===== config.mk =====
export PLATFORM = sky130hd
export DESIGN_NAME = cia_serial_peer
export DESIGN_NICKNAME = d
export VERILOG_FILES = /design/src/rtl/cia_serial_peer.sv
export SDC_FILE = /design/constraint.sdc
export NUM_CORES = 1
export LEC_CHECK = 0
export CELL_PAD_IN_SITES_DETAIL_PLACEMENT = 1
export CELL_PAD_IN_SITES_GLOBAL_PLACEMENT = 1
export CORE_ASPECT_RATIO = 2
export CORE_MARGIN = 5
export CORE_UTILIZATION = 40
export DETAILED_ROUTE_END_ITERATION = 6
export PLACE_DENSITY = 0.73
export SYNTH_ARGS = -nofsm -noshare
export SYNTH_HDL_FRONTEND = slang
export SYNTH_SLANG_ARGS = --single-unit

===== constraint.sdc =====
create_clock -name clk -period 3.4 [get_ports clk]
set_clock_uncertainty 0.1 [all_clocks]
set_input_delay 1.02 -clock clk [delete_from_list [all_inputs] [get_ports clk]]
set_output_delay 1.02 -clock clk [all_outputs]
set_load 0.05 [all_outputs]

===== src/rtl/cia_serial_peer.sv =====
// Far-end serial partner for a 6526 CIA SP/CNT pair: receives bytes clocked by the CIA
// and transmits bytes by driving CNT itself, MSB first, behind byte-wide valid/ready ports.
module cia_serial_peer #(
    parameter int HALF_PERIOD = 8,
    parameter int RX_TIMEOUT  = 4096
) (
    input  logic       clk,
    input  logic       reset_n,
    input  logic [7:0] tx_data,
    input  logic       tx_valid,
    output logic       tx_ready,
    output logic [7:0] rx_data,
    output logic       rx_valid,
    input  logic       rx_ready,
    output logic       rx_overrun,
    output logic       rx_frame_err,
    input  logic       cnt_in,
    input  logic       sp_in,
    output logic       cnt_out,
    output logic       cnt_oe,
    output logic       sp_out,
    output logic       busy
);

    localparam int HP_W = $clog2(HALF_PERIOD);
    localparam int TO_W = $clog2(RX_TIMEOUT + 1);
    localparam logic [HP_W-1:0] HP_LAST = HP_W'(HALF_PERIOD - 1);
    localparam logic [TO_W-1:0] TO_LAST = TO_W'(RX_TIMEOUT - 1);

    typedef enum logic [1:0] {
        ST_IDLE  = 2'd0,
        ST_LOW   = 2'd1,
        ST_HIGH  = 2'd2,
        ST_GUARD = 2'd3
    } tx_state_e;

    logic            cnt_s1_q, cnt_s2_q, cnt_s3_q, sp_s1_q, sp_s2_q;
    tx_state_e       state_q, state_d;
    logic [7:0]      tx_byte_q, tx_byte_d;
    logic [2:0]      bit_q, bit_d;
    logic [HP_W-1:0] ph_q, ph_d;
    logic            cnt_oe_q, cnt_oe_d, cnt_out_q, cnt_out_d, sp_out_q, sp_out_d;
    logic [7:0]      shift_q, shift_d, rx_data_q, rx_data_d;
    logic [2:0]      rx_cnt_q, rx_cnt_d;
    logic [TO_W-1:0] tmo_q, tmo_d;
    logic            rx_valid_q, rx_valid_d, ovr_q, ovr_d, ferr_q, ferr_d;

    logic       rise_s, tx_ready_s, accept_s, rx_en_s, rx_take_s, ph_last_s;
    logic [7:0] shifted_s;

    assign rise_s     = cnt_s2_q & ~cnt_s3_q;
    assign tx_ready_s = (state_q == ST_IDLE) & (rx_cnt_q == 3'd0);
    assign accept_s   = tx_valid & tx_ready_s;
    // Our own CNT edges, and any edge in the accept cycle, must not reach the receiver.
    assign rx_en_s    = ~cnt_oe_q & ~accept_s;
    assign rx_take_s  = rx_valid_q & rx_ready;
    assign ph_last_s  = (ph_q == HP_LAST);
    assign shifted_s  = {shift_q[6:0], sp_s2_q};

    // Pin synchronisers; reset high so release never looks like a CNT rise.
    always_ff @(posedge clk or negedge reset_n) begin
        if (!reset_n) begin
            cnt_s1_q <= 1'b1;
            cnt_s2_q <= 1'b1;
            cnt_s3_q <= 1'b1;
            sp_s1_q  <= 1'b1;
            sp_s2_q  <= 1'b1;
        end else begin
            cnt_s1_q <= cnt_in;
            cnt_s2_q <= cnt_s1_q;
            cnt_s3_q <= cnt_s2_q;
            sp_s1_q  <= sp_in;
            sp_s2_q  <= sp_s1_q;
        end
    end

    // Transmit FSM next-state and registered pin drive values.
    always_comb begin
        state_d   = state_q;
        tx_byte_d = tx_byte_q;
        bit_d     = bit_q;
        ph_d      = ph_q;
        cnt_oe_d  = cnt_oe_q;
        cnt_out_d = cnt_out_q;
        sp_out_d  = sp_out_q;
        case (state_q)
            ST_IDLE: begin
                if (accept_s) begin
                    tx_byte_d = tx_data;
                    bit_d     = 3'd7;
                    ph_d      = {HP_W{1'b0}};
                    cnt_oe_d  = 1'b1;
                    cnt_out_d = 1'b0;
                    sp_out_d  = tx_data[7];
                    state_d   = ST_LOW;
                end else begin
                    state_d   = ST_IDLE;
                end
            end
            ST_LOW: begin
                if (ph_last_s) begin
                    ph_d      = {HP_W{1'b0}};
                    cnt_out_d = 1'b1;
                    state_d   = ST_HIGH;
                end else begin
                    ph_d      = ph_q + HP_W'(1);
                end
            end
            ST_HIGH: begin
                if (ph_last_s) begin
                    ph_d = {HP_W{1'b0}};
                    if (bit_q == 3'd0) begin
                        sp_out_d = 1'b1;
                        state_d  = ST_GUARD;
                    end else begin
                        bit_d     = bit_q - 3'd1;
                        cnt_out_d = 1'b0;
                        sp_out_d  = tx_byte_q[bit_q - 3'd1];
                        state_d   = ST_LOW;
                    end
                end else begin
                    ph_d = ph_q + HP_W'(1);
                end
            end
            ST_GUARD: begin
                if (ph_last_s) begin
                    ph_d     = {HP_W{1'b0}};
                    cnt_oe_d = 1'b0;
                    state_d  = ST_IDLE;
                end else begin
                    ph_d     = ph_q + HP_W'(1);
                end
            end
            default: begin
                state_d   = ST_IDLE;
                ph_d      = {HP_W{1'b0}};
                cnt_oe_d  = 1'b0;
                cnt_out_d = 1'b1;
                sp_out_d  = 1'b1;
            end
        endcase
    end

    // Receive shifter, byte hand-off, overrun and inter-bit timeout.
    always_comb begin
        shift_d    = shift_q;
        rx_cnt_d   = rx_cnt_q;
        tmo_d      = tmo_q;
        rx_data_d  = rx_data_q;
        rx_valid_d = rx_valid_q & ~rx_take_s;
        ovr_d      = 1'b0;
        ferr_d     = 1'b0;
        if (rx_en_s && rise_s) begin
            shift_d  = shifted_s;
            rx_cnt_d = rx_cnt_q + 3'd1;
            tmo_d    = {TO_W{1'b0}};
            if (rx_cnt_q == 3'd7) begin
                // A consumer taking the old byte this cycle frees the slot for the new one.
                if (!rx_valid_q || rx_take_s) begin
                    rx_data_d  = shifted_s;
                    rx_valid_d = 1'b1;
                end else begin
                    ovr_d = 1'b1;
                end
            end else begin
                ovr_d = 1'b0;
            end
        end else if (rx_en_s && (rx_cnt_q != 3'd0)) begin
            if (tmo_q == TO_LAST) begin
                shift_d  = 8'h00;
                rx_cnt_d = 3'd0;
                tmo_d    = {TO_W{1'b0}};
                ferr_d   = 1'b1;
            end else begin
                tmo_d    = tmo_q + TO_W'(1);
            end
        end else begin
            tmo_d = tmo_q;
        end
    end

    // State registers for both directions.
    always_ff @(posedge clk or negedge reset_n) begin
        if (!reset_n) begin
            state_q    <= ST_IDLE;
            tx_byte_q  <= 8'h00;
            bit_q      <= 3'd0;
            ph_q       <= {HP_W{1'b0}};
            cnt_oe_q   <= 1'b0;
            cnt_out_q  <= 1'b1;
            sp_out_q   <= 1'b1;
            shift_q    <= 8'h00;
            rx_cnt_q   <= 3'd0;
            tmo_q      <= {TO_W{1'b0}};
            rx_data_q  <= 8'h00;
            rx_valid_q <= 1'b0;
            ovr_q      <= 1'b0;
            ferr_q     <= 1'b0;
        end else begin
            state_q    <= state_d;
            tx_byte_q  <= tx_byte_d;
            bit_q      <= bit_d;
            ph_q       <= ph_d;
            cnt_oe_q   <= cnt_oe_d;
            cnt_out_q  <= cnt_out_d;
            sp_out_q   <= sp_out_d;
            shift_q    <= shift_d;
            rx_cnt_q   <= rx_cnt_d;
            tmo_q      <= tmo_d;
            rx_data_q  <= rx_data_d;
            rx_valid_q <= rx_valid_d;
            ovr_q      <= ovr_d;
            ferr_q     <= ferr_d;
        end
    end

    assign tx_ready     = tx_ready_s;
    assign rx_data      = rx_data_q;
    assign rx_valid     = rx_valid_q;
    assign rx_overrun   = ovr_q;
    assign rx_frame_err = ferr_q;
    assign cnt_out      = cnt_out_q;
    assign cnt_oe       = cnt_oe_q;
    assign sp_out       = sp_out_q;
    assign busy         = (state_q != ST_IDLE) | (rx_cnt_q != 3'd0) | rx_valid_q;

endmodule


# Word-level counts from Yosys, hierarchy flattened
# Cells that the tools add are included.
[totals] reg_bits=58 input_bits=14 out_inout_bits=16 word_cells=115
[classes] add_sub_neg=4 n_lt_le_gt_ge=1 n_eq_ne=11 muxes=45 bitwise_logic=12 n_reduce_logical=23
[ops] op="$mux W13" count=3
[ops] op="$mux W3" count=8
[ops] op="$mux W7" count=3
[ops] op="$mux W1" count=20
[ops] op="$add A13 B1 Y13 const B" count=1
[ops] op="$eq A13 B12 Y1 const B" count=1
[ops] op="$pmux W3 S2" count=2
[ops] op="$reduce_and A3 Y1" count=4
[ops] op="$ne A2 B2 Y1 const B" count=5
[ops] op="$reduce_bool A2 Y1" count=5
[ops] op="$mux W2" count=4
[ops] op="$pmux W2 S4" count=1
[ops] op="$add A3 B1 Y3 const B" count=2
[ops] op="$and A1 B1 Y1" count=6
[ops] op="$eq A3 B3 Y1 const B" count=2
[ops] op="$logic_not A3 Y1" count=2
[ops] op="$reduce_bool A3 Y1" count=2
[ops] op="$reduce_and A5 Y1" count=1
[ops] op="$eq A2 B2 Y1 const B" count=2
[ops] op="$lt A3 B4 Y1 const B" count=1
[ops] op="$not A1 Y1" count=4
[ops] op="$pmux W1 S2" count=2
[ops] op="$reduce_and A2 Y1" count=2
[ops] op="$reduce_and A4 Y1" count=1
[ops] op="10 further kinds" count=12

# Longest topological paths before layout
[depth] depth_word=8 ltp_mapped=7 ltp_nobuf=6

# Worst setup path after synthesis
# No wires, ideal clock.
[synth_path] kind="reg-to-output" startpoint="register rx_cnt_q[0]" endpoint="output port busy" arrival_time_ns=1.863 required_time_ns=2.280 path_slack_ns=0.417 stages_incl_launch_ff=5 path_buffers=0 path_cell_list="dfrtp_1 inv_1 ha_1 nor4b_4 or2b_1"
[synth_via] elab_chain_cells=3
[synth_lines] item="from (decl)" line="44" source="logic [2:0] rx_cnt_q, rx_cnt_d;"
[synth_lines] item="from (signal assigned)" line="208" source="rx_cnt_q <= rx_cnt_d;"
[synth_lines] item="$reduce_bool A3 Y1" line="225" source="assign busy = (state_q != ST_IDLE) | (rx_cnt_q != 3'd0) | rx_valid_q;"
[synth_lines] item="$or A1 B1 Y1 (2 in a row)" line="225"
[synth_lines] item="to (decl)" line="22" source="output logic busy"
# Every way passes these cells.

# Worst setup path after layout
# Same ends and word-level chain as after synthesis.

==> metrics.md <==
| Metric | Value |
|---|---|
| Status | finished clean |
| Vias in the first global route | 2,172 |
| Post-Layout Cell Count | 360 |
| Synth Warn # | 0 |
| Lkg Pwr | 1.45 nW |
| Post-DP HPWL | 4.58 mm |
| GRT Util Overall | 16.6% |
| Total of max-cap violations | 0 |
| Starting Density | 41.1% |
| Fin crit share | 84.4% |
| CP Capture Type | primary output |
| Worst-skew pair later-pin latency | 330 ps |
| Crit path max fanout | 3 |
| Die ar. | between 0.008 and 0.009 mm² |
| CP max-delay cell | dfrtp_1 |
| Crit Path Class | reg -> out |
| Via count | 1,988 |
| Ant diodes | 0 |
| Dpl cells | 344 |
| Sequential share of power | a little under two fifths |
| Sw Ratio | 35.3% |
| CP Data Arrival Time | 1750 ps |
| Primary FF master, synth | dfrtp_1 |
| FP Rows | 42 |
| Comb pwr share | 32.5% |
| Die Span Y | approximately 130 µm |
| Required @ worst endpoint | about 2300 ps |
| Die Wd | 68.6 µm |
| Share of cells above drive strength 1 | 19.9% |
| Core area | 0.00667 mm² |
| NetSw | 970 µW |
| Final Critical Period | between 2000 and 3000 ps |
| Mapped cell area | 0.00274 mm² |
| Share of async-settable or async-resettable flops after synthesis | 100% |
| GRT overflow | 0 |
| Most common cell in the netlist | dfrtp_1 |
| Yosys reg bits | 58 |
| Hold Path Class | reg -> reg |
| Peak VDD IR | 0.532 mV |
| Worst-path clk slew | 50 ps |
| Slew headroom | 42.4% |
| Area grow syn2layout | 23.8% |
| Drt pass-1 iters | 4 |
| Crit-path leading delay family | simple AND/OR/NAND/NOR gates |
| CTS tree | built |
| Count of cell types in the netlist | 51 |
| Crit-path cells | inv_1 -> ha_1 -> nor4b_4 -> or2b_1 -> buf_4 |
| Clock sink count | 58 |
| Drt drc | 0 |
| Final antenna-violating net count | 0 |
| Cell taking the most area after synthesis | dfrtp_1 |
| Synth top cells by count | 51 x dfrtp_1, 20 x nand2_1, 15 x a21oi_1, 12 x inv_1, 10 x o21ai_0 |
| Port Buffers | 29 |
| Io pins | 30 |
| Achievable clock frequency | 348 MHz |
| Postcts setup bufs | 0 |
| Syn Area/Cell | 11.9 µm² |
| Final Hold Vio Count | 0 |
| Sequential share of the synthesized area | 53.2% |
| Finish-stage setup viols | 0 |
| First-pass GRT wire length | 10.7 mm |
| Cell Int Power | 1.78 mW |
| Power Dens Cells | ~800 mW/mm² |
| Synth area leaders | dfrtp_1 47%, dfstp_2 6.7%, mux2_4 4.4% |
| Top-area cell type share of the netlist area | between 40% and 50% |
| CTS H-tree lvls | 3 |
| Number of buffer and inverter stages on the critical path | 2 |
| Routed WL | 6.40 mm |
| Slew of the pin with the lowest slew margin | approximately 850 ps |
| CP Launch Type | register |
| Number of gates resized after CTS | 0 |
| Worst path max stage delay | 380 ps |
| Hold buffer count at CTS | 0 |
| Nets | just under 300 |
| Fin. max-slew vios | 0 |
| Initial DRC count | 97 |
| Pin count of the biggest net entering global routing | 36 |
| RSZ-0062 raised after global routing | no |
| Root Buffer | clkbuf_16 |
| Post-synth EDFFs | 0 |
| Setup TNS | 0 ps |
| Clock Path Buffers | 2 |
| Routability cong. | 0.818 |
| Clock power share | between 20% and 30% |
| Vias per cell | 5.52 |
| Syn nets | 252 |
| Wire per inst | between 15 and 20 µm |
| Initial antenna violation count | 0 |
| Synthesized instance count | between 200 and 250 |
| Num CTS Buffers | 9 |
## layer usage
layer  vias up  global-route usage [%]  routed length [µm]
met5         -                       0                   0
met4         0                    6.68                 120
met3         9                    4.75                 196
met2        35                    30.4                3680
met1      1016                    16.8                2400
li1        928                       -                   -
## per-stage QoR
step / cell area, µm² / utilization [%] / setup slack, ps / total power [mW] / hold slack [ps]
after floorplan: 2740 / - / 417 / 1.68 / 245
after global placement: 3120 / 46.8 / 411 / 1.91 / 247
after detailed placement: 3120 / 46.8 / 366 / 1.95 / 249
after CTS: 3400 / 50.9 / 468 / 2.80 / 256
after global routing: 3400 / 50.9 / 453 / 2.94 / 254
final: 3400 / 50.9 / 529 / 2.75 / 251
## final timing paths
path | end | start | depth (start not counted) | slack, ps
max | busy | rx_cnt_q[0] | 5 | 530
min | cnt_s2_q | cnt_s1_q | 0 | 250
max reg2reg | tmo_q[7] | rx_cnt_q[0] | 7 | 970
min reg2reg | cnt_s2_q | cnt_s1_q | 0 | 250
max in group asynchronous | sp_out | reset_n | 2 | 1760
min in group asynchronous | tmo_q[0] | reset_n | 1 | 670
## logic make-up (layout without fill, tap and decap cells)
group / count (synthesis) / in the layout / share of synthesized area, %
and+or+nand+nor: 64 / 64 / 13.4
AOI/OAI and AO/OA: 59 / 59 / 15.1
DFF: 58 / 58 / 53.2
muxes: 21 / 21 / 11.3
buffers and inverters: 20 / 62 / 3.33
adders and majority gates: 8 / 8 / 3.65
## state kept, by name, indices dropped and copies added, names as in the netlist, 2 cells and up
signal     count
shift_q        7
tx_byte_q      8
bit_q          3
state_q        2
ph_q           3
tmo_q         13
rx_cnt_q       3
rx_data        8
## power groups by stage
stage,Clock [mW],Sequential (mW),Combinational [mW]
after floorplan,0,1.05,0.631
after global placement,0,1.04,0.861
after detailed placement,0,1.06,0.895
after CTS,0.837,1.05,0.910
after global routing,0.863,1.08,0.996
final,0.812,1.05,0.893
## cell usage in the layout, fill, tap and decap left out, types with 8 or more instances in the layout
master	count
clkdlybuf4s50_1	26
dfrtp_1	51
clkbuf_16	9
o21ai_0	10
nand3_1	9
a21oi_1	15
mux2_4	8
nand2_1	20
inv_1	12
a22o_1	8
ha_1	8
## cell type report
class                      instances  area, µm²
inverter                          12       45.0
timing repair buffer              34        318
clock buffer                       9        225
multi-input combinational        152       1190
tap                               88        110
clock inverter                     7       46.3
fill                             723       3280
sequential                        58       1460
Power figures use the tool's default switching activity.
